## src/rtl/psr_flag_sequencer_if.sv

```systemverilog
// Request/acknowledge and status bundle between the P-register sequencer and its requesters.
interface psr_flag_sequencer_if;
  logic       irq_req;
  logic       irq_is_brk;
  logic       irq_ack;
  logic       plp_req;
  logic [7:0] plp_data;
  logic       plp_ack;
  logic       alu_req;
  logic [3:0] alu_mask;
  logic [3:0] alu_nvzc;
  logic       alu_ack;
  logic       flg_req;
  logic [2:0] flg_op;
  logic       flg_ack;
  logic       sob_n;
  logic [7:0] p_out;
  logic [7:0] push_data;
  logic       c_carry;
  logic       d_decimal;

  modport master (
    output irq_req, irq_is_brk, plp_req, plp_data, alu_req, alu_mask, alu_nvzc,
           flg_req, flg_op, sob_n,
    input  irq_ack, plp_ack, alu_ack, flg_ack, p_out, push_data, c_carry, d_decimal
  );

  modport slave (
    input  irq_req, irq_is_brk, plp_req, plp_data, alu_req, alu_mask, alu_nvzc,
           flg_req, flg_op, sob_n,
    output irq_ack, plp_ack, alu_ack, flg_ack, p_out, push_data, c_carry, d_decimal
  );
endinterface

```

## src/rtl/psr_flag_sequencer.sv

```systemverilog
// Processor status register owner: arbitrates irq > plp > alu > flg writes and folds in the SOB pin.
// Define PSR_SOB_SYNC_EN to pass sob_n through a 2-flop synchronizer before edge detection.
module psr_flag_sequencer #(
  parameter logic [7:0] RESET_P        = 8'h34,
  parameter bit         CLEAR_D_ON_INT = 1'b1
) (
  input  logic               fclk,
  input  logic               reset,
  psr_flag_sequencer_if.slave bus
);

  logic [7:0] r_p;
  logic [7:0] r_pushData;
  logic       r_irqAck;
  logic       r_plpAck;
  logic       r_aluAck;
  logic       r_flgAck;
  logic       r_sobPending;

  logic       w_irqGrant;
  logic       w_plpGrant;
  logic       w_aluGrant;
  logic       w_flgGrant;
  logic       w_sobFall;
  logic [7:0] w_pNext;
  logic [7:0] w_pushNext;

  // A requester whose ack is showing this cycle is not eligible, which lets the next one in line win
  always_comb begin
    w_irqGrant = bus.irq_req & ~r_irqAck;
    w_plpGrant = ~w_irqGrant & bus.plp_req & ~r_plpAck;
    w_aluGrant = ~w_irqGrant & ~w_plpGrant & bus.alu_req & ~r_aluAck;
    w_flgGrant = ~w_irqGrant & ~w_plpGrant & ~w_aluGrant & bus.flg_req & ~r_flgAck;
  end

  always_comb begin
    w_pNext    = r_p;
    w_pushNext = r_pushData;
    if (w_irqGrant) begin
      w_pushNext = {r_p[7:6], 1'b1, bus.irq_is_brk, r_p[3:0]};
      w_pNext[2] = 1'b1;
      if (CLEAR_D_ON_INT) w_pNext[3] = 1'b0;
    end else if (w_plpGrant) begin
      w_pNext = bus.plp_data;
    end else if (w_aluGrant) begin
      if (bus.alu_mask[3]) w_pNext[7] = bus.alu_nvzc[3];
      if (bus.alu_mask[2]) w_pNext[6] = bus.alu_nvzc[2];
      if (bus.alu_mask[1]) w_pNext[1] = bus.alu_nvzc[1];
      if (bus.alu_mask[0]) w_pNext[0] = bus.alu_nvzc[0];
    end else if (w_flgGrant) begin
      case (bus.flg_op)
        3'd0:    w_pNext[0] = 1'b0;
        3'd1:    w_pNext[0] = 1'b1;
        3'd2:    w_pNext[2] = 1'b0;
        3'd3:    w_pNext[2] = 1'b1;
        3'd4:    w_pNext[6] = 1'b0;
        3'd5:    w_pNext[3] = 1'b0;
        3'd6:    w_pNext[3] = 1'b1;
        default: w_pNext    = r_p;
      endcase
    end
    // SOB wins over whatever V the granted source wanted this edge
    if (r_sobPending) w_pNext[6] = 1'b1;
    w_pNext[5:4] = 2'b11;
  end

`ifdef PSR_SOB_SYNC_EN
  logic r_sobSync1;
  logic r_sobSync2;

  always_ff @(posedge fclk) begin
    if (reset) begin
      r_sobSync1 <= 1'b1;
      r_sobSync2 <= 1'b1;
    end else begin
      r_sobSync1 <= bus.sob_n;
      r_sobSync2 <= r_sobSync1;
    end
  end

  assign w_sobFall = r_sobSync2 & ~r_sobSync1;
`else
  logic r_sobPrev;

  always_ff @(posedge fclk) begin
    if (reset) r_sobPrev <= 1'b1;
    else       r_sobPrev <= bus.sob_n;
  end

  assign w_sobFall = r_sobPrev & ~bus.sob_n;
`endif

  always_ff @(posedge fclk) begin
    if (reset) begin
      r_p          <= RESET_P | 8'h30;
      r_pushData   <= 8'h30;
      r_irqAck     <= 1'b0;
      r_plpAck     <= 1'b0;
      r_aluAck     <= 1'b0;
      r_flgAck     <= 1'b0;
      r_sobPending <= 1'b0;
    end else begin
      r_p          <= w_pNext;
      r_pushData   <= w_pushNext;
      r_irqAck     <= w_irqGrant;
      r_plpAck     <= w_plpGrant;
      r_aluAck     <= w_aluGrant;
      r_flgAck     <= w_flgGrant;
      r_sobPending <= w_sobFall & ~r_sobPending;
    end
  end

  assign bus.irq_ack   = r_irqAck;
  assign bus.plp_ack   = r_plpAck;
  assign bus.alu_ack   = r_aluAck;
  assign bus.flg_ack   = r_flgAck;
  assign bus.p_out     = r_p;
  assign bus.push_data = r_pushData;
  assign bus.c_carry   = r_p[0];
  assign bus.d_decimal = r_p[3];

endmodule

```

## src/flat_wrapper.sv

```systemverilog
// flat-port wrapper written by rule: the top's interface ports become plain ports
module psr_flag_sequencer_flat 
#(
  parameter logic [7:0] RESET_P        = 8'h34,
  parameter bit         CLEAR_D_ON_INT = 1'b1
)
  (fclk, reset, bus_irq_req, bus_irq_is_brk, bus_plp_req, bus_plp_data, bus_alu_req, bus_alu_mask, bus_alu_nvzc, bus_flg_req, bus_flg_op, bus_sob_n, bus_irq_ack, bus_plp_ack, bus_alu_ack, bus_flg_ack, bus_p_out, bus_push_data, bus_c_carry, bus_d_decimal);
  psr_flag_sequencer_if bus_i ();
  input  logic fclk;
  input  logic reset;
  input wire logic [$bits(bus_i.irq_req)-1:0] bus_irq_req;
  input wire logic [$bits(bus_i.irq_is_brk)-1:0] bus_irq_is_brk;
  input wire logic [$bits(bus_i.plp_req)-1:0] bus_plp_req;
  input wire logic [$bits(bus_i.plp_data)-1:0] bus_plp_data;
  input wire logic [$bits(bus_i.alu_req)-1:0] bus_alu_req;
  input wire logic [$bits(bus_i.alu_mask)-1:0] bus_alu_mask;
  input wire logic [$bits(bus_i.alu_nvzc)-1:0] bus_alu_nvzc;
  input wire logic [$bits(bus_i.flg_req)-1:0] bus_flg_req;
  input wire logic [$bits(bus_i.flg_op)-1:0] bus_flg_op;
  input wire logic [$bits(bus_i.sob_n)-1:0] bus_sob_n;
  output wire logic [$bits(bus_i.irq_ack)-1:0] bus_irq_ack;
  output wire logic [$bits(bus_i.plp_ack)-1:0] bus_plp_ack;
  output wire logic [$bits(bus_i.alu_ack)-1:0] bus_alu_ack;
  output wire logic [$bits(bus_i.flg_ack)-1:0] bus_flg_ack;
  output wire logic [$bits(bus_i.p_out)-1:0] bus_p_out;
  output wire logic [$bits(bus_i.push_data)-1:0] bus_push_data;
  output wire logic [$bits(bus_i.c_carry)-1:0] bus_c_carry;
  output wire logic [$bits(bus_i.d_decimal)-1:0] bus_d_decimal;
  assign bus_i.irq_req = bus_irq_req;
  assign bus_i.irq_is_brk = bus_irq_is_brk;
  assign bus_i.plp_req = bus_plp_req;
  assign bus_i.plp_data = bus_plp_data;
  assign bus_i.alu_req = bus_alu_req;
  assign bus_i.alu_mask = bus_alu_mask;
  assign bus_i.alu_nvzc = bus_alu_nvzc;
  assign bus_i.flg_req = bus_flg_req;
  assign bus_i.flg_op = bus_flg_op;
  assign bus_i.sob_n = bus_sob_n;
  assign bus_irq_ack = bus_i.irq_ack;
  assign bus_plp_ack = bus_i.plp_ack;
  assign bus_alu_ack = bus_i.alu_ack;
  assign bus_flg_ack = bus_i.flg_ack;
  assign bus_p_out = bus_i.p_out;
  assign bus_push_data = bus_i.push_data;
  assign bus_c_carry = bus_i.c_carry;
  assign bus_d_decimal = bus_i.d_decimal;
  psr_flag_sequencer #(.RESET_P(RESET_P), .CLEAR_D_ON_INT(CLEAR_D_ON_INT)) u_core (.fclk(fclk), .reset(reset), .bus(bus_i));
endmodule
```

## config.mk

```make
export PLATFORM = sky130hd
export DESIGN_NAME = psr_flag_sequencer_flat
export DESIGN_NICKNAME = d
export VERILOG_FILES = /design/src/rtl/psr_flag_sequencer_if.sv /design/src/rtl/psr_flag_sequencer.sv /design/src/flat_wrapper.sv
export SDC_FILE = /design/constraint.sdc
export NUM_CORES = 1
export LEC_CHECK = 0
export ABC_AREA = 1
export CORE_MARGIN = 5
export CORE_UTILIZATION = 40
export CTS_CLUSTER_SIZE = 40
export DETAILED_ROUTE_END_ITERATION = 7
export GPL_TIMING_DRIVEN = 0
export PLACE_DENSITY = 0.8
export RECOVER_POWER = 50
export SLEW_MARGIN = 15
export SYNTH_ARGS = -nofsm -noshare
export SYNTH_HDL_FRONTEND = slang
export SYNTH_SLANG_ARGS = --single-unit
```

## constraint.sdc

```tcl
create_clock -name fclk -period 1.7 [get_ports fclk]
set_clock_uncertainty 0.1 [all_clocks]
set_input_delay 0.34 -clock fclk [delete_from_list [all_inputs] [get_ports fclk]]
set_output_delay 0.34 -clock fclk [all_outputs]
set_load 0.005 [all_outputs]
```

### Word-level counts from Yosys, hierarchy flattened

Index checks and enable logic that the tools add are counted.
Widths: inputs -> output; s select.

* bits in registers: 21
* latch bits: 0
* memory bits (writable): 0
* ROM bits: 0
* bits of input ports: 27
* logic and storage cells: 77
* memories: 0

* add/sub/neg operators: 0
* multipliers: 0
* divide/modulo/power cells: 0
* magnitude comparators: 0
* equality and inequality tests: 10
* shift operators: 0
* muxes and demuxes: 15
* bitwise logic cells: 20
* reductions and logical operators: 18

Operators by type and width (number)
* $reduce_and 3->1: 4
* $reduce_bool 4->1: 3
* $and 1x1->1: 11
* $eq 3x3->1 const B: 3
* $not 1->1: 9
* $reduce_bool 3->1: 3
* $mux 8: 1
* $reduce_and 4->1: 2
* $reduce_bool 2->1: 4
* $mux 7: 1
* $eq 3x2->1 const B: 2
* $mux 1: 6
* $pmux 1 s2: 3
* $mux 2: 2
* $mux 4: 1
* $ne 2x1->1 const B: 2
* $ne 4x2->1 const B: 1
* $eq 3x1->1 const B: 1
* $logic_not 3->1: 1
* $mux 3: 1
* $ne 3x2->1 const B: 1
* $reduce_or 2->1: 1

### Depth between registers and ports, before layout

Gate-level depths: netlist of run 1.

* depth in word-level cells: 18
* mapped depth: 10

### Worst setup path before layout of run 1

No wires, ideal clock.

* path type: register to register
* start point: register u_core.r_plpAck (netlist: u_core.bus.plp_ack)
* end point: register u_core.r_p[0] (netlist: u_core.bus.p_out[0])
* library setup time: 114 ps
* data arrival time: 1009 ps
* data required time: 1486 ps
* slack: 477 ps
* cell stages (with the launch flop): 10
* path buffers: 0
* cells stage by stage: dfxtp_1 inv_2 nand2_4 nand3_4 nor2_2 nor2_1 nand2_1 nand2_1 nand2_1 nor2_2

* cells in the longest elaborated chain, start to end: 12
* elaborated cells between the ends (all ways): 16
* classes of those cells: 1 x eq/ne; 2 x mux; 10 x bitwise; 3 x reduce/logical

Ends and longest elaborated chain
* start, declared: line psr_flag_sequencer.sv:15 `logic r_plpAck;`
* start signal, assigned: line psr_flag_sequencer.sv:106 `r_plpAck <= w_plpGrant;`
* $not 1->1 *: line psr_flag_sequencer.sv:31 `w_plpGrant = ~w_irqGrant & bus.plp_req & ~r_plpAck;`
* $and 1x1->1 *: line psr_flag_sequencer.sv:31
* $not 1->1: line psr_flag_sequencer.sv:32, psr_flag_sequencer.sv:33
* $and 1x1->1: line psr_flag_sequencer.sv:32, psr_flag_sequencer.sv:33
* $and 1x1->1 (2 in a row): line psr_flag_sequencer.sv:32 `w_aluGrant = ~w_irqGrant & ~w_plpGrant & bus.alu_req & ~r_aluAck;`
* $not 1->1: line psr_flag_sequencer.sv:33 `w_flgGrant = ~w_irqGrant & ~w_plpGrant & ~w_aluGrant & bus.flg_req & ~r_flgAck;`
* $and 1x1->1 (3 in a row): line psr_flag_sequencer.sv:33
* $reduce_bool 3->1 (no line)
* $reduce_and 4->1 (no line)
* end signal, assigned: line psr_flag_sequencer.sv:95 `r_p <= RESET_P | 8'h30;`
* end signal, assigned: line psr_flag_sequencer.sv:103 `r_p <= w_pNext;`
* end, declared: line psr_flag_sequencer.sv:12 `logic [7:0] r_p;`

Mark *: on every way between the ends. The rest lies on a longest branch, timed or not.
A chain may end at the register's enable or synchronous reset.

### Worst setup path after layout of run 1

* start point: input bus_irq_req
* end point: register u_core.r_pushData[4] (netlist: u_core.bus.push_data[4])

* cells in the longest elaborated chain, start to end: 1

Ends and longest elaborated chain
* start, declared: line flat_wrapper.sv:11 `input wire logic [$bits(bus_i.irq_req)-1:0] bus_irq_req;`
* $and 1x1->1: line psr_flag_sequencer.sv:30 `w_irqGrant = bus.irq_req & ~r_irqAck;`
* end signal, assigned: line psr_flag_sequencer.sv:104 `r_pushData <= w_pushNext;`
* end, declared: line psr_flag_sequencer.sv:13 `logic [7:0] r_pushData;`

Every way passes these cells.

==> results.ini, run 1 <==
[placed_design]
dp_cells = 204
portBuffers = 42
dpl_cell_area_um2 = 1450
dp_hpwl_um = 2150
gp_congestion = 0.856

[worst_setup_path]
arrival_ns = 1.74
worstPathRequired_ns = 1.81
cp-startpoint = bus_irq_req
cp_slowest_cell = clkdlybuf4s50_1
cp_num_buf_inv = 2
timing.setup.critical_path_class = in -> reg
r2r_start = u_core.bus.irq_ack$_SDFF_PP0_
cp_top_family = buffers and inverters
start_kind = primary input
crit_path_end_kind = register
path_cells = clkdlybuf4s50_1, nand2_4, nor2_1, inv_1, o22a_1
cp_max_fo = 7
critPathMaxStageDelay_ns = 0.53

[drt]
drt-initial-drc-count = 12
route.vias.total = 1000
drc = 0
routed_wl_um = 2670
routedWlPerCell_um = 12.8
drtPass1Iterations = 4
ant_nets = 0
avgViaCountPerCell = 4.78

[final_layout]
final_area_um2 = 1480
nFillCells = 227
nets = 207
final_util = 0.615
final_cell_mix = clkdlybuf4s50_1, nand2_1, inv_1
final_common_cell = clkdlybuf4s50_1
layout-drive-gt1-share = 0.184
synthToLayoutAreaGrowth_pct = 50.6
final_cells = 209
antennaDiodeCount = 0

[die]
die_area_um2 = 3550
start_util = 0.409
io_pins = 49
die_w_um = 59.6
core.rowCount = 18
core_area_um2 = 2410
dieHeight_um = 59.6

[global_routing]
grt-ovfl-total = 0
grt_pass1_wl_um = 4460
antenna_found_initial = 0
grt_pass1_vias = 1039
grt_max_degree = 12
track_usage = 0.171

[cts]
cts_num_sinks = 19
clk_latency_ns = 0.30
path_clk_slew_ns = 0.12
cts_tree = done
htreeDepth = 1
clock_path_buffers = 2
cts_root_buf = clkbuf_4
numCtsBuffers = 3

[sta]
finalSetupViolCount = 0
maxSlewViolCount = 0
fmax_mhz = 613
tightest_slew_ns = 0.526
rsz0062_at_grt = false
maxSlewHeadroom = 0.648
fin_hold_ws_ns = 0.280
hold_violations = 0
fin_crit_ns = 1.63
period_share = 0.960

[pwr]
ir_drop_mv = 0.601
power_mw = 0.988
power_density_nw_per_um2 = 666
p_leak_nw = 0.659

[synth]
ys_seq_elements = 19
async_reset_ff_frac = 0
synthCells = 130
synth_cell_type_count = 28
synth-edff-count = 0
yosysSeqAreaShare = 0.386
netlist_area_um2 = 985
synth_warnings = 0
avgSynthCellArea_um2 = 7.57
synth_top_flop_cell = dfxtp_1

[worst_hold_path]
min_from = reset
hold_class = in -> reg

[run_status]
status = finished, final reports clean

[flow_run]
maxCapViolCount = 0

-- synth_stat cells, types with 4 or more instances --
cell	count	area, µm²
a21oi_1	6	30.0
a22o_1	5	43.8
buf_4	5	37.5
dfxtp_1	19	380
inv_1	15	56.3
nand2_1	23	86.3
nand3_1	8	40.0
nor2_1	13	48.8
nor2_2	6	37.5
nor2_4	4	45.0
-- power breakdown --
part           total [mW]  internal, mW  switching, mW  leakage, nW
Combinational       0.263         0.143          0.119        0.484
Clock               0.237        0.0878          0.149       0.0177
Sequential          0.488         0.471         0.0177        0.157
Total               0.988         0.702          0.286        0.659
-- sequential cells by signal, indices dropped and copies added (netlist names) --
register              count
u_core.r_sobPrev          1
u_core.bus.push_data      7
u_core.r_sobPending       1
u_core.bus.p_out          6
u_core.bus.flg_ack        1
u_core.bus.alu_ack        1
u_core.bus.plp_ack        1
u_core.bus.irq_ack        1
-- what timing repair did --
action	4_1_cts	5_1_grt
setup endpoints to repair	4	3
gates resized for setup	5	3
buffers inserted	1	0
hold buffers	0	0
-- worst paths after layout --
check	endpoint	slack (ns)	cells after the start
worst max register to register	u_core.bus.push_data[4]$_SDFFE_PP1P_	0.22	5
worst min register to register	u_core.r_sobPending$_SDFF_PP0_	0.34	2
worst max-delay path	u_core.bus.push_data[4]$_SDFFE_PP1P_	0.07	5
worst min-delay path	u_core.bus.alu_ack$_SDFF_PP0_	0.28	2
-- cell type report --
cell class,count,area (µm²),share of cell area
sequential,19,388,0.262
buffer,6,41.3,0.0278
tap,30,37.5,0.0253
clock inverter,1,5.00,0.00338
inverter,18,67.6,0.0456
timing repair buffer,43,428,0.289
clock buffer,3,22.5,0.0152
multi-input combinational,89,493,0.332
-- per-stage QoR --
step | TNS (ns) | worst slack (ns)
floorplan | 0 | 0.477
global placement | -0.407 | -0.124
detailed placement | -0.709 | -0.154
CTS | 0 | 0.0138
global route | 0 | 0.00334
finish | 0 | 0.0675
-- cell families after synthesis --
| family | synth area share |
|---|---|
| other | 0.00381 |
| AOI/OAI and AO/OA | 0.140 |
| buffers and inverters | 0.111 |
| and+or+nand+nor | 0.349 |
| muxes | 0.0102 |
| DFF | 0.386 |
-- routing by layer --
metal	up-vias	GRT usage	part of all wire
li1	514	-	-
met1	444	0.184	0.40
met2	38	0.304	0.50
met3	4	0.0523	0.086
met4	0	0.0759	0.016
met5	-	0	0
(Power assumes the default switching activity.)
==> inputs of run 2 (changes only) <==
- PLACE_DENSITY: 0.8 -> default
- PLACE_DENSITY_LB_ADDON: default -> 0.3
==> results.ini, run 2 (synthesis gave the netlist of run 1 again) <==
[run_status]
status = finished, final reports clean

[worst_setup_path]
critPathMaxStageDelay_ns = 0.51  ; -0.02 ns
arrival_ns = 1.19  ; -0.55 ns
start_kind = register
cp_num_buf_inv = 1  ; -1
worstPathRequired_ns = 1.26  ; -0.55 ns
cp_max_fo = 4  ; -3
crit_path_end_kind = output pin
cp_slowest_cell = clkdlybuf4s50_1
rr_worst_depth = 9  ; +4
r2r_end = u_core.bus.p_out[0]$_SDFFE_PP0P_
cp_top_family = buffers and inverters
timing.setup.critical_path_class = reg -> out
path_cells = clkdlybuf4s50_1
r2r_slack_ns = 0.18  ; -0.04 ns
r2r_start = u_core.bus.irq_ack$_SDFF_PP0_

[drt]
route.vias.total = 992  ; -0.80%
drtPass1Iterations = 4  ; unchanged
routed_wl_um = 2560  ; -4.2%
drc = 0  ; unchanged
routedWlPerCell_um = 12.3  ; -3.8%
avgViaCountPerCell = 4.77  ; -0.32%
ant_nets = 0  ; unchanged
drt-initial-drc-count = 32  ; +20

[die]
dieHeight_um = 59.6  ; unchanged
die_area_um2 = 3550  ; unchanged
core_area_um2 = 2410  ; unchanged
core.rowCount = 18  ; unchanged
io_pins = 49  ; unchanged
start_util = 0.409  ; unchanged
die_w_um = 59.6  ; unchanged

[pwr]
power_mw = 0.977  ; -1.2%
p_leak_nw = 0.632  ; -4.1%
ir_drop_mv = 0.411  ; -32%
power_density_nw_per_um2 = 669  ; +0.37%

[final_layout]
final_area_um2 = 1460  ; -1.5%
antennaDiodeCount = 0  ; unchanged
multiInputGateArea_um2 = 488  ; -1.0%
nFillCells = 243  ; +7.0%
final_cells = 208  ; -0.48%
final_common_cell = clkdlybuf4s50_1
final_util = 0.606  ; -0.00935
nets = 206  ; -0.48%
seq_area_um2 = 384  ; -0.97%
synthToLayoutAreaGrowth_pct = 48.3
largest_reg_flops = 7  ; unchanged
final_cell_mix = clkdlybuf4s50_1, nand2_1, dfxtp_1
layout-drive-gt1-share = 0.180  ; -0.00458

[cts]
postCtsSetupRepairBufs = 0  ; -1
cts_tree = done
clock_path_buffers = 2  ; unchanged
cts_resized = 3  ; -2
hold_buffers = 0  ; unchanged
path_clk_slew_ns = 0.11  ; about the same
numCtsBuffers = 3  ; unchanged
htreeDepth = 1  ; unchanged
cts_root_buf = clkbuf_4
cts_num_sinks = 19  ; unchanged
clk_latency_ns = 0.29  ; about the same

[placed_design]
portBuffers = 42  ; unchanged
dp_cells = 204  ; unchanged
dpl_cell_area_um2 = 1450  ; unchanged
dp_hpwl_um = 2070  ; -3.7%
place_ws_ns = -0.179  ; -0.0248 ns
gp_congestion = 0.835  ; -2.5%

[worst_hold_path]
hold_depth = 2  ; unchanged
hold_class = in -> reg
min_from = reset
hold-path-endpoint = u_core.bus.plp_ack$_SDFF_PP0_

[sta]
hold_violations = 0  ; unchanged
maxSlewViolCount = 0  ; unchanged
rsz0062_at_grt = false
finalSetupViolCount = 0  ; unchanged
setup_tns_ns = 0  ; unchanged
period_share = 0.961  ; +0.000994
fmax_mhz = 612  ; -0.10%
fin_ws_ns = 0.0658  ; -0.00169 ns
fin_crit_ns = 1.63  ; +0.00169 ns
fin_hold_ws_ns = 0.311  ; +0.0306 ns

[global_routing]
grt_pass1_wl_um = 4130  ; -7.4%
track_usage = 0.153  ; -0.0186
grt_max_degree = 11  ; -1
grt-ovfl-total = 0  ; unchanged
grt_pass1_vias = 998  ; -3.9%
antenna_found_initial = 0  ; unchanged

[flow_run]
maxCapViolCount = 0  ; unchanged

[run 2: cell types whose count changed in the layout (fill, tap and decap cells not counted)]
| cell | previous run | this run |
|---|---|---|
| clkinv_2 | 1 | 0 |
| nor2_1 | 14 | 13 |
| clkbuf_1 | 1 | 2 |
| nand2_1 | 23 | 24 |
| nor2_2 | 5 | 6 |
| inv_2 | 2 | 3 |
| o21ai_1 | 3 | 2 |
| nand2_4 | 3 | 2 |
| dfxtp_4 | 1 | 0 |
| inv_1 | 16 | 15 |
| dlymetal6s2s_1 | 1 | 0 |
| o21ai_0 | 2 | 3 |
| dfxtp_1 | 15 | 16 |
[run 2: routing by layer]
metal,share of wire,global-route usage,vias up
met3,0.074,0.0414,4
met4,0.013,0.0601,0
met1,0.41,0.177,446
li1,-,-,508
met2,0.50,0.264,34
met5,0,0,-
[run 2: final cells by class]
type,instances,area share
Buffer,6,0.0283
Clock buffer,4,0.0180
Inverter,18,0.0463
Multi-Input combinational cell,89,0.334
Sequential cell,19,0.263
Tap cell,30,0.0257
Timing Repair Buffer,42,0.284
[run 2: how the worst max path moves through the flow]
| stage | startpoint | endpoint | slack [ns] | cells past startpoint |
|---|---|---|---|---|
| after floorplan | u_core.bus.plp_ack$_SDFF_PP0_ | u_core.bus.p_out[0]$_SDFFE_PP0P_ | 0.48 | 9 |
| after global placement | bus_irq_req | u_core.bus.p_out[2]$_SDFFE_PP1P_ | -0.15 | 7 |
| after global routing | u_core.bus.alu_ack$_SDFF_PP0_ | bus_alu_ack | 0.004 | 1 |
| after detailed placement | bus_irq_req | u_core.bus.p_out[2]$_SDFFE_PP1P_ | -0.18 | 7 |
| final | u_core.bus.p_out[3]$_SDFFE_PP0P_ | bus_d_decimal | 0.07 | 1 |
| after CTS | u_core.bus.p_out[0]$_SDFFE_PP0P_ | bus_p_out[0] | 0.002 | 2 |
[run 2: worst reg2reg max path: stages, from the launching register on]
cell,delay (ns)
dfxtp_2,0.38
inv_2,0.04
nand2_1,0.25
nand3_2,0.27
nor2_2,0.13
nor2_1,0.05
nand2_1,0.08
nand2_1,0.05
nand2_1,0.06
nor2_2,0.03
[run 2: report_power, final]
group          internal, mW  switching (mW)  leakage [nW]
Clock                0.0913           0.137        0.0150
Sequential            0.471          0.0178         0.157
Combinational         0.141           0.118         0.460
Total                 0.704           0.273         0.632
